--- config.mk ---
export PLATFORM = sky130hd
export DESIGN_NAME = harmonic_sequencer
export DESIGN_NICKNAME = d
export VERILOG_FILES = /design/src/rtl/addatone_pkg.sv /design/src/rtl/harmonic_phase_ram.sv /design/src/rtl/harmonic_sequencer.sv
export SDC_FILE = /design/constraint.sdc
export NUM_CORES = 2
export LEC_CHECK = 0
export CAP_MARGIN = 20
export CELL_PAD_IN_SITES_DETAIL_PLACEMENT = 1
export CELL_PAD_IN_SITES_GLOBAL_PLACEMENT = 2
export CORE_UTILIZATION = 42
export DETAILED_ROUTE_END_ITERATION = 8
export GPL_ROUTABILITY_DRIVEN = 0
export PLACE_DENSITY = 0.74
export SLEW_MARGIN = 5
export SYNTH_ARGS = -nofsm -noshare
export SYNTH_HDL_FRONTEND = slang
export SYNTH_HIERARCHICAL = 1
export SYNTH_SLANG_ARGS = --single-unit
--- constraint.sdc ---
create_clock -name i_Clock -period 6 [get_ports i_Clock]
set_input_delay 0.6 -clock i_Clock [delete_from_list [all_inputs] [get_ports i_Clock]]
set_output_delay 0.6 -clock i_Clock [all_outputs]
set_load 0.02 [all_outputs]
--- src/rtl/addatone_pkg.sv ---
// Shared types and helpers for the additive-synthesis control path:
// sequencer state type, width defaults and the 16-bit output saturator.
package addatone_pkg;

  localparam int DIVISOR_BITS_DEFAULT   = 7;
  localparam int SINE_ADDR_BITS_DEFAULT = 11;

  typedef enum logic [2:0] {
    ST_IDLE,
    ST_CLEAR,
    ST_PHASE,
    ST_SINE,
    ST_START,
    ST_ACK,
    ST_WAIT,
    ST_OUTPUT
  } seq_state_t;

  function automatic logic signed [15:0] sat16(input logic signed [31:0] i_value);
    if (i_value > 32'sd32767)
      return 16'h7FFF;
    else if (i_value < -32'sd32768)
      return 16'h8000;
    else
      return i_value[15:0];
  endfunction

endpackage

--- src/rtl/harmonic_phase_ram.sv ---
// Per-harmonic 32-bit phase store: single port, synchronous read/write.
// After reset a sweep counter writes zero to every entry before o_Ready rises.
module harmonic_phase_ram #(
  parameter int DEPTH = 64,
  parameter int AW    = $clog2(DEPTH)
) (
  input  logic          i_Clock,
  input  logic          i_Reset,
  input  logic [AW-1:0] i_Addr,
  input  logic          i_Wr_En,
  input  logic [31:0]   i_Wr_Data,
  output logic [31:0]   o_Rd_Data,
  output logic          o_Ready
);

  localparam logic [AW:0] SWEEP_END = (AW+1)'(DEPTH);

  logic [AW:0]   r_sweep;
  logic [31:0]   r_mem [DEPTH];
  logic [31:0]   r_rd_data;
  logic          w_sweeping;
  logic [AW-1:0] w_addr;
  logic          w_we;
  logic [31:0]   w_wdata;

  assign w_sweeping = (r_sweep != SWEEP_END);
  assign w_addr     = w_sweeping ? r_sweep[AW-1:0] : i_Addr;
  assign w_we       = w_sweeping | i_Wr_En;
  assign w_wdata    = w_sweeping ? '0 : i_Wr_Data;

  always_ff @(posedge i_Clock or posedge i_Reset) begin
    if (i_Reset)
      r_sweep <= '0;
    else if (w_sweeping)
      r_sweep <= r_sweep + 1'b1;
  end

  // No reset on the array or read register so the store maps onto block RAM.
  always_ff @(posedge i_Clock) begin
    if (w_we)
      r_mem[w_addr] <= w_wdata;
    r_rd_data <= r_mem[w_addr];
  end

  assign o_Rd_Data = r_rd_data;
  assign o_Ready   = ~w_sweeping;

endmodule

--- src/rtl/harmonic_sequencer.sv ---
// Per-sample harmonic walker: advances each harmonic phase, fetches its sine
// value, hands {sample, multiple} to the adder and saturates the final total.
module harmonic_sequencer
  import addatone_pkg::*;
#(
  parameter int MAX_HARMONICS  = 64,
  parameter int DIVISOR_BITS   = DIVISOR_BITS_DEFAULT,
  parameter int SINE_ADDR_BITS = SINE_ADDR_BITS_DEFAULT,
  parameter int OUTPUT_SHIFT   = 6
) (
  input  logic                      i_Clock,
  input  logic                      i_Reset,
  input  logic                      i_Sample_Tick,
  input  logic [31:0]               i_Freq_Inc,
  input  logic [6:0]                i_Harmonic_Count,
  input  logic [DIVISOR_BITS-1:0]   i_Start_Level,
  input  logic [DIVISOR_BITS-1:0]   i_Level_Decay,
  output logic [SINE_ADDR_BITS-1:0] o_Sine_Addr,
  input  logic signed [15:0]        i_Sine_Data,
  output logic                      o_Clear_Accumulator,
  output logic                      o_Start,
  output logic [DIVISOR_BITS-1:0]   o_Multiple,
  output logic signed [15:0]        o_Sample,
  input  logic                      i_Adder_Done,
  input  logic signed [31:0]        i_Accumulator,
  output logic signed [15:0]        o_Output,
  output logic                      o_Output_Valid,
  output logic                      o_Overrun
);

  localparam int         HAW       = $clog2(MAX_HARMONICS);
  localparam logic [6:0] MAX_COUNT = 7'(MAX_HARMONICS);

  seq_state_t                r_state;
  logic [31:0]               r_freq;
  logic [32:0]               r_inc;
  logic [6:0]                r_count;
  logic [6:0]                r_h;
  logic [DIVISOR_BITS-1:0]   r_level;
  logic [DIVISOR_BITS-1:0]   r_decay;
  logic [SINE_ADDR_BITS-1:0] r_sine_addr;
  logic                      r_clear;
  logic                      r_start;
  logic [DIVISOR_BITS-1:0]   r_multiple;
  logic signed [15:0]        r_sample;
  logic signed [15:0]        r_output;
  logic                      r_valid;
  logic                      r_overrun;

  logic                      w_ready;
  logic                      w_accept;
  logic                      w_nyquist;
  logic [31:0]               w_phase;
  logic [31:0]               w_new_phase;
  logic [6:0]                w_h_next;
  logic [HAW-1:0]            w_ram_addr;
  logic                      w_ram_we;
  logic signed [31:0]        w_shifted;

  // A tick landing on the Valid cycle is refused so every result is observable.
  assign w_accept    = i_Sample_Tick && (r_state == ST_IDLE) && w_ready && !r_valid;
  assign w_nyquist   = r_inc[32] | r_inc[31];
  assign w_new_phase = w_phase + r_inc[31:0];
  assign w_h_next    = r_h + 7'd1;
  assign w_shifted   = i_Accumulator >>> OUTPUT_SHIFT;
  assign w_ram_we    = (r_state == ST_PHASE) && !w_nyquist;

  // Read h in CLEAR, read-ahead h+1 while waiting, write h in PHASE.
  always_comb begin
    w_ram_addr = r_h[HAW-1:0];
    if (r_state == ST_WAIT)
      w_ram_addr = w_h_next[HAW-1:0];
  end

  harmonic_phase_ram #(
    .DEPTH(MAX_HARMONICS)
  ) u_phase_ram (
    .i_Clock  (i_Clock),
    .i_Reset  (i_Reset),
    .i_Addr   (w_ram_addr),
    .i_Wr_En  (w_ram_we),
    .i_Wr_Data(w_new_phase),
    .o_Rd_Data(w_phase),
    .o_Ready  (w_ready)
  );

  always_ff @(posedge i_Clock or posedge i_Reset) begin
    if (i_Reset) begin
      r_state     <= ST_IDLE;
      r_freq      <= '0;
      r_inc       <= '0;
      r_count     <= '0;
      r_h         <= '0;
      r_level     <= '0;
      r_decay     <= '0;
      r_sine_addr <= '0;
      r_clear     <= 1'b0;
      r_start     <= 1'b0;
      r_multiple  <= '0;
      r_sample    <= '0;
      r_output    <= '0;
      r_valid     <= 1'b0;
      r_overrun   <= 1'b0;
    end else begin
      r_clear   <= 1'b0;
      r_start   <= 1'b0;
      r_valid   <= 1'b0;
      r_overrun <= i_Sample_Tick && !w_accept;
      case (r_state)
        ST_IDLE: begin
          if (w_accept) begin
            r_freq  <= i_Freq_Inc;
            r_inc   <= {1'b0, i_Freq_Inc};
            r_count <= (i_Harmonic_Count > MAX_COUNT) ? MAX_COUNT : i_Harmonic_Count;
            r_level <= i_Start_Level;
            r_decay <= i_Level_Decay;
            r_h     <= '0;
            r_clear <= 1'b1;
            r_state <= ST_CLEAR;
          end
        end
        ST_CLEAR: r_state <= (r_count == '0) ? ST_OUTPUT : ST_PHASE;
        ST_PHASE: begin
          if (w_nyquist) begin
            r_state <= ST_OUTPUT;
          end else begin
            r_sine_addr <= w_new_phase[31 -: SINE_ADDR_BITS];
            r_state     <= ST_SINE;
          end
        end
        ST_SINE: begin
          r_sample   <= i_Sine_Data;
          r_multiple <= r_level;
          r_start    <= 1'b1;
          r_state    <= ST_START;
        end
        ST_START: r_state <= ST_ACK;
        ST_ACK:   r_state <= ST_WAIT;
        ST_WAIT: begin
          if (i_Adder_Done) begin
            r_h     <= w_h_next;
            r_inc   <= r_inc + {1'b0, r_freq};
            r_level <= (r_level > r_decay) ? r_level - r_decay : '0;
            r_state <= (w_h_next == r_count) ? ST_OUTPUT : ST_PHASE;
          end
        end
        ST_OUTPUT: begin
          r_output <= sat16(w_shifted);
          r_valid  <= 1'b1;
          r_state  <= ST_IDLE;
        end
        default: r_state <= ST_IDLE;
      endcase
    end
  end

  assign o_Sine_Addr         = r_sine_addr;
  assign o_Clear_Accumulator = r_clear;
  assign o_Start             = r_start;
  assign o_Multiple          = r_multiple;
  assign o_Sample            = r_sample;
  assign o_Output            = r_output;
  assign o_Output_Valid      = r_valid;
  assign o_Overrun           = r_overrun;

endmodule
==> summary.txt <==
Global routing
  • GRT overflow: 0
  • Vias in the first global route: 58.3k
  • Total global routing track utilization: 32.2%
  • Largest net degree at the start of global routing: 94
  • Initial antenna violation count: 25
  • First-pass GRT wire length: 470 mm

Clocking
  • Sink Count: 2237
  • H-tree depth: 4
  • CTS Root Buffer Type: clkbuf_16
  • Total CTS buffers: 227
  • CTS tree: built
  • Cts hold-fix bufs: 0
  • PostCTS Resize Cnt: 0
  • Clk slew on worst S/H paths: 0.06 ns
  • Max clock buf depth: 3
  • Post-CTS setup buffers: 0
  • Worst skew pair latency: 0.90 ns

Routing
  • Starting DRT DRC Count: 10.5k
  • DR DRC count: 0
  • Post-detailed-route wirelength per cell: 38.9 µm
  • Via density: 6.72
  • Routed WL: 344 mm
  • 1st-pass router iterations: 7
  • Antenna viol nets, final: 0
  • Via Count: 59.4k

STA
  • RSZ-0062 raised after global routing: false
  • Top achievable clock speed: 174 MHz
  • Final Cycle Share: 95.9%
  • Slew Viols, Final: 0
  • Hold slack: 0.222 ns
  • Fin Setup TNS: 0 ns
  • Hold Fails Final Rpt: 0
  • Skew final: 0.0420 ns
  • Final setup fails: 0
  • Rel. slew slack: 8.94%
  • Worst slew pin tran: 1.37 ns
  • Min Tclk post-route: 5.76 ns

Worst setup path
  • Critical path required time: 6.75 ns
  • Crit path largest cell delay: 0.87 ns
  • Crit path DAT: 6.50 ns
  • Delay-heaviest family, CP: simple AND/OR/NAND/NOR gates
  • Cell Chain, Critical Path: nand2_1, or2_2, inv_1, nand2_1, xnor2_1, nand2b_1, nor4_4, or2_4, buf_12, buf_12, a222oi_1, nand3_1, a2111oi_1, buf_4, or4b_1
  • Critical path launch point type: flip-flop
  • Largest fanout on the critical path: 32
  • Worst setup EP type: flip-flop
  • Buf/Inv on CP: 4
  • CP Class: reg2reg
  • Slowest-stage cell, CP: a2111oi_1

Hold path
  • Hold Path Class: in2async

Logic synthesis
  • Register bit total from synthesis: 2237
  • Prevailing post-synth register cell: edfxtp_1
  • Synth warn: 6
  • Synth cell count leaders: edfxtp_1 (2048), nand2_1 (390), a22oi_1 (347)
  • Top post-synthesis cells by area: edfxtp_1 (70%), dfrtp_1 (4.5%), a22oi_1 (3.0%), a222oi_1 (2.3%), nand2_1 (1.7%)
  • Asr flop ratio synth: 7.02%
  • Seq/Total Area, Yosys: 75.5%
  • Synthesized area: 0.0875 mm²
  • Post-synth cell types: 93
  • Top cell type's share of synthesized area: 70.3%
  • Syn nets: 5688
  • Most common cell in the netlist: edfxtp_1
  • Largest area contributor in the netlist: edfxtp_1
  • Syn Area/Cell: 15.9 µm²
  • Cells after synthesis: 5506
  • EDFF count, synth: 2048

Power and ir drop
  • Switching part of the total: 20.1%
  • P_int: 24.8 mW
  • Flop pwr share: 54.0%
  • Clock power share: 45.6%
  • Power after layout: 31.1 mW
  • Psw: 6.25 mW
  • Leak Pwr: 30.5 nW
  • Power density over the cells: 303 mW/mm²
  • VDD IR-drop max: 270 µV
  • Combinational share of power: 0.4%

Placement
  • DP Cell Count: 8406
  • Detail Placement HPWL: 206 mm
  • IO buf count: 152

Die
  • Die height: 458 µm
  • Core area: 0.207 mm²
  • Die Wd: 458 µm
  • Site Rows: 167
  • Starting Density: 42.3%
  • I/O pins: 159
  • Full die area: 0.210 mm²

Cells and area
  • Final net count: 6031
  • Share of layout cells above drive strength 1: 14.8%
  • Syn-to-layout area delta: 17.1%
  • Post-Layout Cell Count: 8842
  • Filler Cells Inserted: 19.6k

Run
  • Max_cap viols: 0

Status
  • Outcome: completed
[through the flow]
stage          setup slack [ns]  cell area (µm²)  utilization [%]
6_report                  0.243           102000             49.5
3_5_place_dp              0.456            95000             45.9
2_1_floorplan             0.422            87500                -
5_1_grt                   0.105           102000             49.5
4_1_cts                   0.392           102000             49.4
3_3_place_gp              0.506            95000             45.9
[layout by cell type, fill, tap and decap left out, drive strengths merged, types with 44 or more instances in the layout]
cell type	count
a31oi	109
nand2	390
a22oi	347
o21ai	231
o21a	44
mux2i	54
mux2	57
a222oi	199
clkinv	96
inv	50
nand4	64
clkbuf	298
xnor2	45
and3	83
nand3	128
edfxtp	2048
nor2	147
ha	74
a21oi	178
dfrtp	157
a22o	162
buf	329
clkdlybuf4s50	152
[logic make-up (layout without fill, tap and decap cells)]
family | count (synthesis) | count (layout) | synth area share [%]
buffers and inverters | 410 | 948 | 2.02
adders and majority gates | 77 | 77 | 1.13
and+or+nand+nor | 973 | 973 | 5.42
AOI/OAI and AO/OA | 1617 | 1617 | 13.8
xor gates and xnor gates | 81 | 81 | 0.811
other | 0 | 10 | 0
DFF | 2237 | 2237 | 75.5
muxes | 111 | 111 | 1.35
[area by class of cell]
class                   count  area, µm²  area share (%)
flip-flops and latches   2237      66100            64.5
multi-input cells        2859      20500            20.0
clock buffers             298       6140            5.99
repair buffers            481       4820            4.70
well taps                2788       3490            3.41
clock inverters           126       1230            1.20
inverters                  43        166           0.162
diodes                     10       25.0          0.0244
[registers in the layout (all words and copies together), names as in the netlist]
name,flops
u_phase_ram/o_Rd_Data,32
o_Sine_Addr,11
o_Sample,16
o_Start,1
u_phase_ram/r_mem,2048
r_h,7
r_state,3
o_Output,16
r_inc,33
u_phase_ram/r_sweep,7
r_decay,7
o_Output_Valid,1
o_Clear_Accumulator,1
o_Overrun,1
o_Multiple,7
r_count,7
r_level,7
r_freq,32
[final timing paths]
path,cells past startpoint,slack [ns],startpoint,to
setup / recovery,15,0.24,r_state[1]$_DFFE_PP0P_,u_phase_ram/o_Rd_Data[30]$_DFF_P_
hold / removal,2,0.22,i_Reset,u_phase_ram/r_sweep[1]$_DFFE_PP0P_
setup reg to reg,15,0.24,r_state[1]$_DFFE_PP0P_,u_phase_ram/o_Rd_Data[30]$_DFF_P_
hold reg to reg,2,0.48,o_Output[8]$_DFFE_PP0P_,o_Output[8]$_DFFE_PP0P_
max in group asynchronous,3,4.58,i_Reset,o_Output[15]$_DFFE_PP0P_
min in group i_Clock,3,0.27,i_Level_Decay[0],r_decay[0]$_DFFE_PP0P_
[routing by layer]
metal	track usage [%]	up-vias	share of wire [%]
li1	-	23200	-
met1	43.0	31000	37
met2	48.7	4280	44
met3	8.07	877	12
met4	16.6	10	5.8
met5	0	-	0.012
[power groups by stage]
stage / combinational (mW) / sequential (mW) / clock, mW
global placement: 0.133 / 17.1 / 0
finish: 0.131 / 16.8 / 14.2
CTS: 0.135 / 16.8 / 14.3
global route: 0.143 / 16.8 / 14.8
detailed placement: 0.134 / 17.1 / 0
floorplan: 0.0309 / 17.1 / 0
No activity file was read; power rests on OpenSTA's default activity.
